[src/rtl/ofs_plat_prim_ready_enable_skid_fifo.sv]
// ---------------------------------------------------------------------------
// ofs_plat_prim_ready_enable_skid_fifo
//
// Small circular-buffer FIFO placed in front of a systolic ready/enable
// register chain. Its job is to cut the combinational ready path: the ready
// presented to the source comes straight from a flop and is computed from
// the next occupancy, so it never depends combinationally on the
// destination's ready.
//
// Handshake rules:
//   push = enable_from_src && ready_to_src
//   pop  = enable_to_dst   && ready_from_dst
//
// The head payload and its valid flag are taken from registered state only.
// This means a payload written into an empty FIFO appears on the
// destination side one cycle after it was accepted; there is no bypass path.
//
// N_ENTRIES may be any depth from 2 to 64. It does not have to be a power of
// two, because both pointers wrap explicitly at N_ENTRIES-1.
// ---------------------------------------------------------------------------
module ofs_plat_prim_ready_enable_skid_fifo #(
  parameter int N_DATA_BITS = 32,
  parameter int N_ENTRIES   = 4
) (
  input  logic                               clk,
  input  logic                               reset_n,

  input  logic                               enable_from_src,
  input  logic [N_DATA_BITS-1:0]             data_from_src,
  output logic                               ready_to_src,

  output logic                               enable_to_dst,
  output logic [N_DATA_BITS-1:0]             data_to_dst,
  input  logic                               ready_from_dst,

  output logic [$clog2(N_ENTRIES+1)-1:0]     count
);

  // -------------------------------------------------------------------------
  // Widths and constants
  // -------------------------------------------------------------------------
  localparam int PTR_W = $clog2(N_ENTRIES);
  localparam int CNT_W = $clog2(N_ENTRIES + 1);

  localparam logic [PTR_W-1:0] PTR_ZERO = PTR_W'(0);
  localparam logic [PTR_W-1:0] PTR_ONE  = PTR_W'(1);
  localparam logic [PTR_W-1:0] PTR_LAST = PTR_W'(N_ENTRIES - 1);

  localparam logic [CNT_W-1:0] CNT_ZERO = CNT_W'(0);
  localparam logic [CNT_W-1:0] CNT_ONE  = CNT_W'(1);
  localparam logic [CNT_W-1:0] CNT_FULL = CNT_W'(N_ENTRIES);

  // Advance a circular-buffer pointer. It wraps from the last slot back to
  // slot 0, so depths that are not a power of two work correctly.
  function automatic logic [PTR_W-1:0] ptr_inc(input logic [PTR_W-1:0] p);
    if (p == PTR_LAST) begin
      ptr_inc = PTR_ZERO;
    end else begin
      ptr_inc = p + PTR_ONE;
    end
  endfunction

  // -------------------------------------------------------------------------
  // State
  // -------------------------------------------------------------------------
  // Payload storage. It is intentionally never reset: the data is only
  // meaningful while count is non-zero.
  logic [N_DATA_BITS-1:0] r_mem [N_ENTRIES];

  logic [PTR_W-1:0]       r_wr_ptr;
  logic [PTR_W-1:0]       r_rd_ptr;
  logic [CNT_W-1:0]       r_count;
  logic                   r_ready;

  // -------------------------------------------------------------------------
  // Next-state signals
  // -------------------------------------------------------------------------
  logic                   w_push;
  logic                   w_pop;
  logic                   w_not_empty;
  logic [CNT_W-1:0]       w_count_next;
  logic [PTR_W-1:0]       w_wr_ptr_next;
  logic [PTR_W-1:0]       w_rd_ptr_next;
  logic                   w_ready_next;

  // Qualify the handshakes and compute the next occupancy and next pointers.
  always_comb begin
    w_not_empty   = (r_count != CNT_ZERO);

    // A source enable while ready is low does nothing; the source simply
    // holds its payload. A destination ready while empty is also ignored.
    w_push        = enable_from_src & r_ready;
    w_pop         = w_not_empty & ready_from_dst;

    w_count_next  = r_count;
    case ({w_push, w_pop})
      2'b10:   w_count_next = r_count + CNT_ONE;
      2'b01:   w_count_next = r_count - CNT_ONE;
      // A simultaneous push and pop leaves the occupancy unchanged.
      default: w_count_next = r_count;
    endcase

    if (w_push) begin
      w_wr_ptr_next = ptr_inc(r_wr_ptr);
    end else begin
      w_wr_ptr_next = r_wr_ptr;
    end

    if (w_pop) begin
      w_rd_ptr_next = ptr_inc(r_rd_ptr);
    end else begin
      w_rd_ptr_next = r_rd_ptr;
    end

    // Ready is based on the occupancy after this edge. When the FIFO is full
    // and the head is popped, ready therefore rises on the following cycle.
    // No push can happen in that same cycle, because ready is still low.
    w_ready_next  = (w_count_next < CNT_FULL);
  end

  // Update the control state; a synchronous reset empties the FIFO and
  // holds ready low for one cycle.
  always_ff @(posedge clk) begin
    if (!reset_n) begin
      r_wr_ptr <= PTR_ZERO;
      r_rd_ptr <= PTR_ZERO;
      r_count  <= CNT_ZERO;
      r_ready  <= 1'b0;
    end else begin
      r_wr_ptr <= w_wr_ptr_next;
      r_rd_ptr <= w_rd_ptr_next;
      r_count  <= w_count_next;
      r_ready  <= w_ready_next;
    end
  end

  // Write an accepted payload into the slot at the write pointer.
  always_ff @(posedge clk) begin
    if (w_push) begin
      r_mem[r_wr_ptr] <= data_from_src;
    end
  end

  // -------------------------------------------------------------------------
  // Outputs: all of them are taken directly from registered state.
  // -------------------------------------------------------------------------
  assign ready_to_src  = r_ready;
  assign enable_to_dst = w_not_empty;
  assign data_to_dst   = r_mem[r_rd_ptr];
  assign count         = r_count;

endmodule

[config.mk]
export PLATFORM = sky130hd
export DESIGN_NAME = ofs_plat_prim_ready_enable_skid_fifo
export DESIGN_NICKNAME = d
export VERILOG_FILES = /design/src/rtl/ofs_plat_prim_ready_enable_skid_fifo.sv
export SDC_FILE = /design/constraint.sdc
export NUM_CORES = 1
export LEC_CHECK = 0
export ABC_AREA = 1
export CORE_MARGIN = 3
export CORE_UTILIZATION = 58
export CTS_CLUSTER_SIZE = 40
export DETAILED_ROUTE_END_ITERATION = 8
export GPL_ROUTABILITY_DRIVEN = 0
export MAX_ROUTING_LAYER = met4
export PLACE_DENSITY = 0.84
export SLEW_MARGIN = 25
export SYNTH_ARGS = -nofsm -noshare
export SYNTH_HDL_FRONTEND = slang
export SYNTH_SLANG_ARGS = --single-unit
[constraint.sdc]
create_clock -name clk -period 4.85 [get_ports clk]
set_clock_uncertainty 0.15 [all_clocks]
set_input_delay 0.7275 -clock clk [delete_from_list [all_inputs] [get_ports clk]]
set_output_delay 0.7275 -clock clk [all_outputs]
set_load 0.005 [all_outputs]
### Yosys cells after proc, flatten, opt, wreduce, memory -nomap -nowiden

Memories as Yosys holds them, arrays and structs flattened. A register that Yosys moved wholly into a read port is not among the register bits.
Index checks and enable logic that the tools add are counted.

| word-level totals | value |
|---|---|
| flip-flop bits (word level) | 8 |
| bits in writable memories | 128 |
| input port bits | 36 |
| output and inout port bits | 37 |
| memories kept | 1 |

Memory list:

| name | depth | bits a word | read ports | clocked after Yosys merged registers in | write ports | RTL line | source |
|---|---|---|---|---|---|---|---|
| r_mem | 4 | 32 | 1 | 1 | 1 | 68 | `logic [N_DATA_BITS-1:0] r_mem [N_ENTRIES];` |

| operators by class | value |
|---|---|
| $add $sub $neg | 4 |
| magnitude comparators | 1 |
| equality and inequality tests | 4 |
| muxes and demuxes | 7 |
| bitwise gates (word level) | 2 |
| reductions and logical operators | 1 |

Operators with widths:

| cell | number |
|---|---|
| two-way mux 2 bit | 4 |
| == test 2 bit, second input constant | 3 |
| case mux 3 bit (2 select lines) | 1 |
| adder 2 x 1 -> 2 bit, second input constant | 2 |
| adder 3 x 1 -> 3 bit, second input constant | 1 |
| < comparator 3 bit, second input constant | 1 |
| nonzero test 3 bit | 1 |
| subtractor 3 x 1 -> 3 bit, second input constant | 1 |
| AND 1 bit | 2 |
| == test 2 x 1 -> 1 bit, second input constant | 1 |
| two-way mux 1 bit | 2 |

### Logic depth before layout (Yosys ltp)

| logic depth | value |
|---|---|
| depth after elaboration | 5 |
| mapped depth | 11 |
| depth with buffers taken out | 11 |

### Worst setup path after synthesis

No wires, ideal clock.

| timing | value |
|---|---|
| path type | input to register |
| start point | input enable_from_src |
| end point | memory r_mem[0][0] (enable) |
| data arrival time | 2.244 ns |
| required time | 4.279 ns |
| path slack | 2.035 ns |
| stages | 2 |
| path through | nand2_1 -> nor2_1 |

| on the way | value |
|---|---|
| word-level cells in the longest chain between the ends | 3 |

Ends and longest elaborated chain:

| item | RTL line | source |
|---|---|---|
| from (decl) | 28 | `input logic enable_from_src,` |
| AND 1 bit | 92 | `w_push = enable_from_src & r_ready;` |
| two-way mux 1 bit | 139 | `if (w_push) begin` |
| two-way mux 1 bit (implied by the code) | 140 | `r_mem[r_wr_ptr] <= data_from_src;` |
| to (decl) | 68 |  |

No other way between the ends.

==> out/metrics.cfg <==
[global_route]
grt_pass1_wl_um = 16800
antenna_found_initial = 0
grt_usage_pct = 22.9
grt_pass1_vias = 3432
grt_max_degree = 66
gr-total-overflow = 0

[drt]
wl_um = 11200
postRouteAntennaNets = 0
drc_errors = 0
dr.pass1.iters = 4
viasPerCell = 5.87
route.vias.total = 3327
drtIter0Drc = 292
wl_per_cell_um = 19.7

[floorplanning]
die_w_um = 101
core_mm2 = 0.00876
dieArea_mm2 = 0.0103
die_h_um = 101
initial_core_util_pct = 60.2
num_rows = 34
pin_count = 73

[synth]
synthMuxAreaShare_pct = 0
postSynthAreaPerCell_um2 = 14.2
ys_async_sr_fraction_pct = 0
ys_seq_area_share_pct = 76.7
synth_area_mm2 = 0.00528
synth-simple-area-share_pct = 6.52
synth_seq_cells = 138
synth_xor_area_share_pct = 0
synth_enable_flop_cells = 128
ys_dominant_reg_cell = edfxtp_1
synth.distinct_cells = 22
ys_warn_count = 0
netlist_instances = 372
synthAdderAreaFrac_pct = 1.80
synth_compound_area_share_pct = 10.8
synth_top_family_by_area = compound AO/OA/AOI/OAI gates
syn_nets = 415

[critical_path]
crit_buf_inv = 2
crit_path_max_fanout = 33
critPathKind = register to primary output
critical_path_required_ns = 3.97
cpPeakStageDelay_ns = 0.55
cp_slowest_cell = clkdlybuf4s50_1
crit_path_start_kind = register
worst_path_dominant_cell_family = buffers and inverters
crit_arrival_ns = 2.55
end_kind = primary output
worstPathCellList = inv_2, o21ai_1, o22ai_1, clkdlybuf4s50_1

[run_status]
status = finished clean

[clock_network]
cts_tree = yes
clockRootBuffer = clkbuf_8
postCtsHoldBufs = 0
clkTransAtPathRegs_ns = 0.06
clock-sinks = 138
post-cts-setup-buffers = 0
postCtsResizedCells = 0
cts.path.max_buffers = 2
clk_latency_ns = 0.51
cts_buffers = 17
htreeDepth = 4

[final_layout]
area_growth_syn_to_layout_pct = 25.5
layout_common_cells = edfxtp_1, clkdlybuf4s50_1, nor2_1, o21ai_0, o22ai_1
final_nets = 490
register_area_mm2 = 0.00405
fin_cells = 567
final_common_cell = edfxtp_1
layout-drive-gt1-share_pct = 7.84
antenna_cells = 0
num-fill-cells = 528
multiInputGateArea_mm2 = 0.00104

[power]
peakVddDrop_mv = 0.355
p_switching_w = 0.00110
swShare_pct = 29.1
seqPwrFrac_pct = 41.0
pwr-share-comb_pct = 28.1
leakage_nw = 2.24
clock_power_share_pct = 30.9
powerDensity_mw_per_mm2 = 570
p_int_w = 0.00268

[placed_design]
post-place-ws_ns = 1.55
place_hpwl_um = 5730
dp_cells = 533
port_buffers = 72

[timing]
max_freq_mhz = 292
fin_tns_setup_ns = 0
setup_violations = 0
hold_viol_final = 0
rsz0062_at_grt = false
worstMarginPinSlew_ns = 1.00
final.setup.worst_slack_ns = 1.42
layout_min_cycle_time_ns = 3.43
drv_slew = 0
max_slew_margin_pct = 32.9
min_period_over_period_pct = 70.7

[run]
drv_cap = 0

[min_path]
hold_path.class = register to register

[flip-flops by register name (all words and copies together) (netlist names), named ones only]
register      cells
r_wr_ptr          2
ready_to_src      1
r_mem           128
r_rd_ptr          2
count             2
[area by class of cell]
cell class	instances	area share, %
clock buffers	18	6.31
clock inverters	13	1.66
inverters	15	0.964
multi-input cells	200	15.7
flip-flops and latches	138	61.2
well taps	108	2.04
repair buffers	75	12.1
[power by group through the flow]
stage / clock, W / combinational [W] / sequential, W
global route: 0.00123 / 0.00117 / 0.00157
global placement: 0 / 0.00101 / 0.00156
CTS: 0.00116 / 0.00105 / 0.00155
finish: 0.00117 / 0.00106 / 0.00155
floorplan: 0 / 0.000609 / 0.00148
detailed placement: 0 / 0.00103 / 0.00157
[synth_stat cells (3+ instances only)]
cell | number | area share (%)
a21oi_1 | 7 | 0.66
buf_2 | 6 | 0.57
buf_4 | 3 | 0.43
buf_6 | 9 | 1.9
dfxtp_1 | 10 | 3.8
edfxtp_1 | 128 | 73
ha_1 | 6 | 1.4
inv_1 | 13 | 0.93
nand2_1 | 8 | 0.57
nand3_1 | 3 | 0.28
nor2_1 | 71 | 5.1
o21ai_0 | 39 | 3.7
o21ai_1 | 28 | 2.7
o22ai_1 | 32 | 3.8
[worst reg2reg max path, delay by kind of cell, from the launching register on]
kind	cells	cell delay, ns
buffers and inverters	2	0.16
AND/OR/NAND/NOR	7	0.69
adder cells (fa/ha/maj)	2	0.60
flip-flops	1	0.34
[cell families (layout without fill, tap and decap cells)]
family	after synthesis	in the layout
flops	138	138
buf+inv	34	121
simple gates	87	87
compound gates	106	106
fa+ha+maj	7	7
[through the flow]
step / instance area (um2) / total power (W) / hold slack [ns] / utilization [%]
floorplan: 5280 / 0.00209 / 0.328 / -
global placement: 6000 / 0.00257 / 0.341 / 68.5
detailed placement: 6010 / 0.00260 / 0.359 / 68.5
CTS: 6540 / 0.00376 / 0.370 / 74.6
global route: 6620 / 0.00396 / 0.386 / 75.5
finish: 6620 / 0.00378 / 0.366 / 75.5
[layer usage]
metal	part of all wire (%)	global-route usage, %
met5	0	-
met3	8.4	7.09
met1	39	28.0
met2	50	35.7
met4	2.5	9.30
[path summary, 6_finish.rpt]
kind | from | endpoint | slack [ns] | cells past startpoint
worst max-delay path | register | data_to_dst[13] | 1.42 | 4
worst min-delay path | register | register | 0.37 | 2
worst max register to register | count[0] | ready_to_src | 2.79 | 11
worst min register to register | register | register | 0.37 | 2
Power figures use the tool's default switching activity.
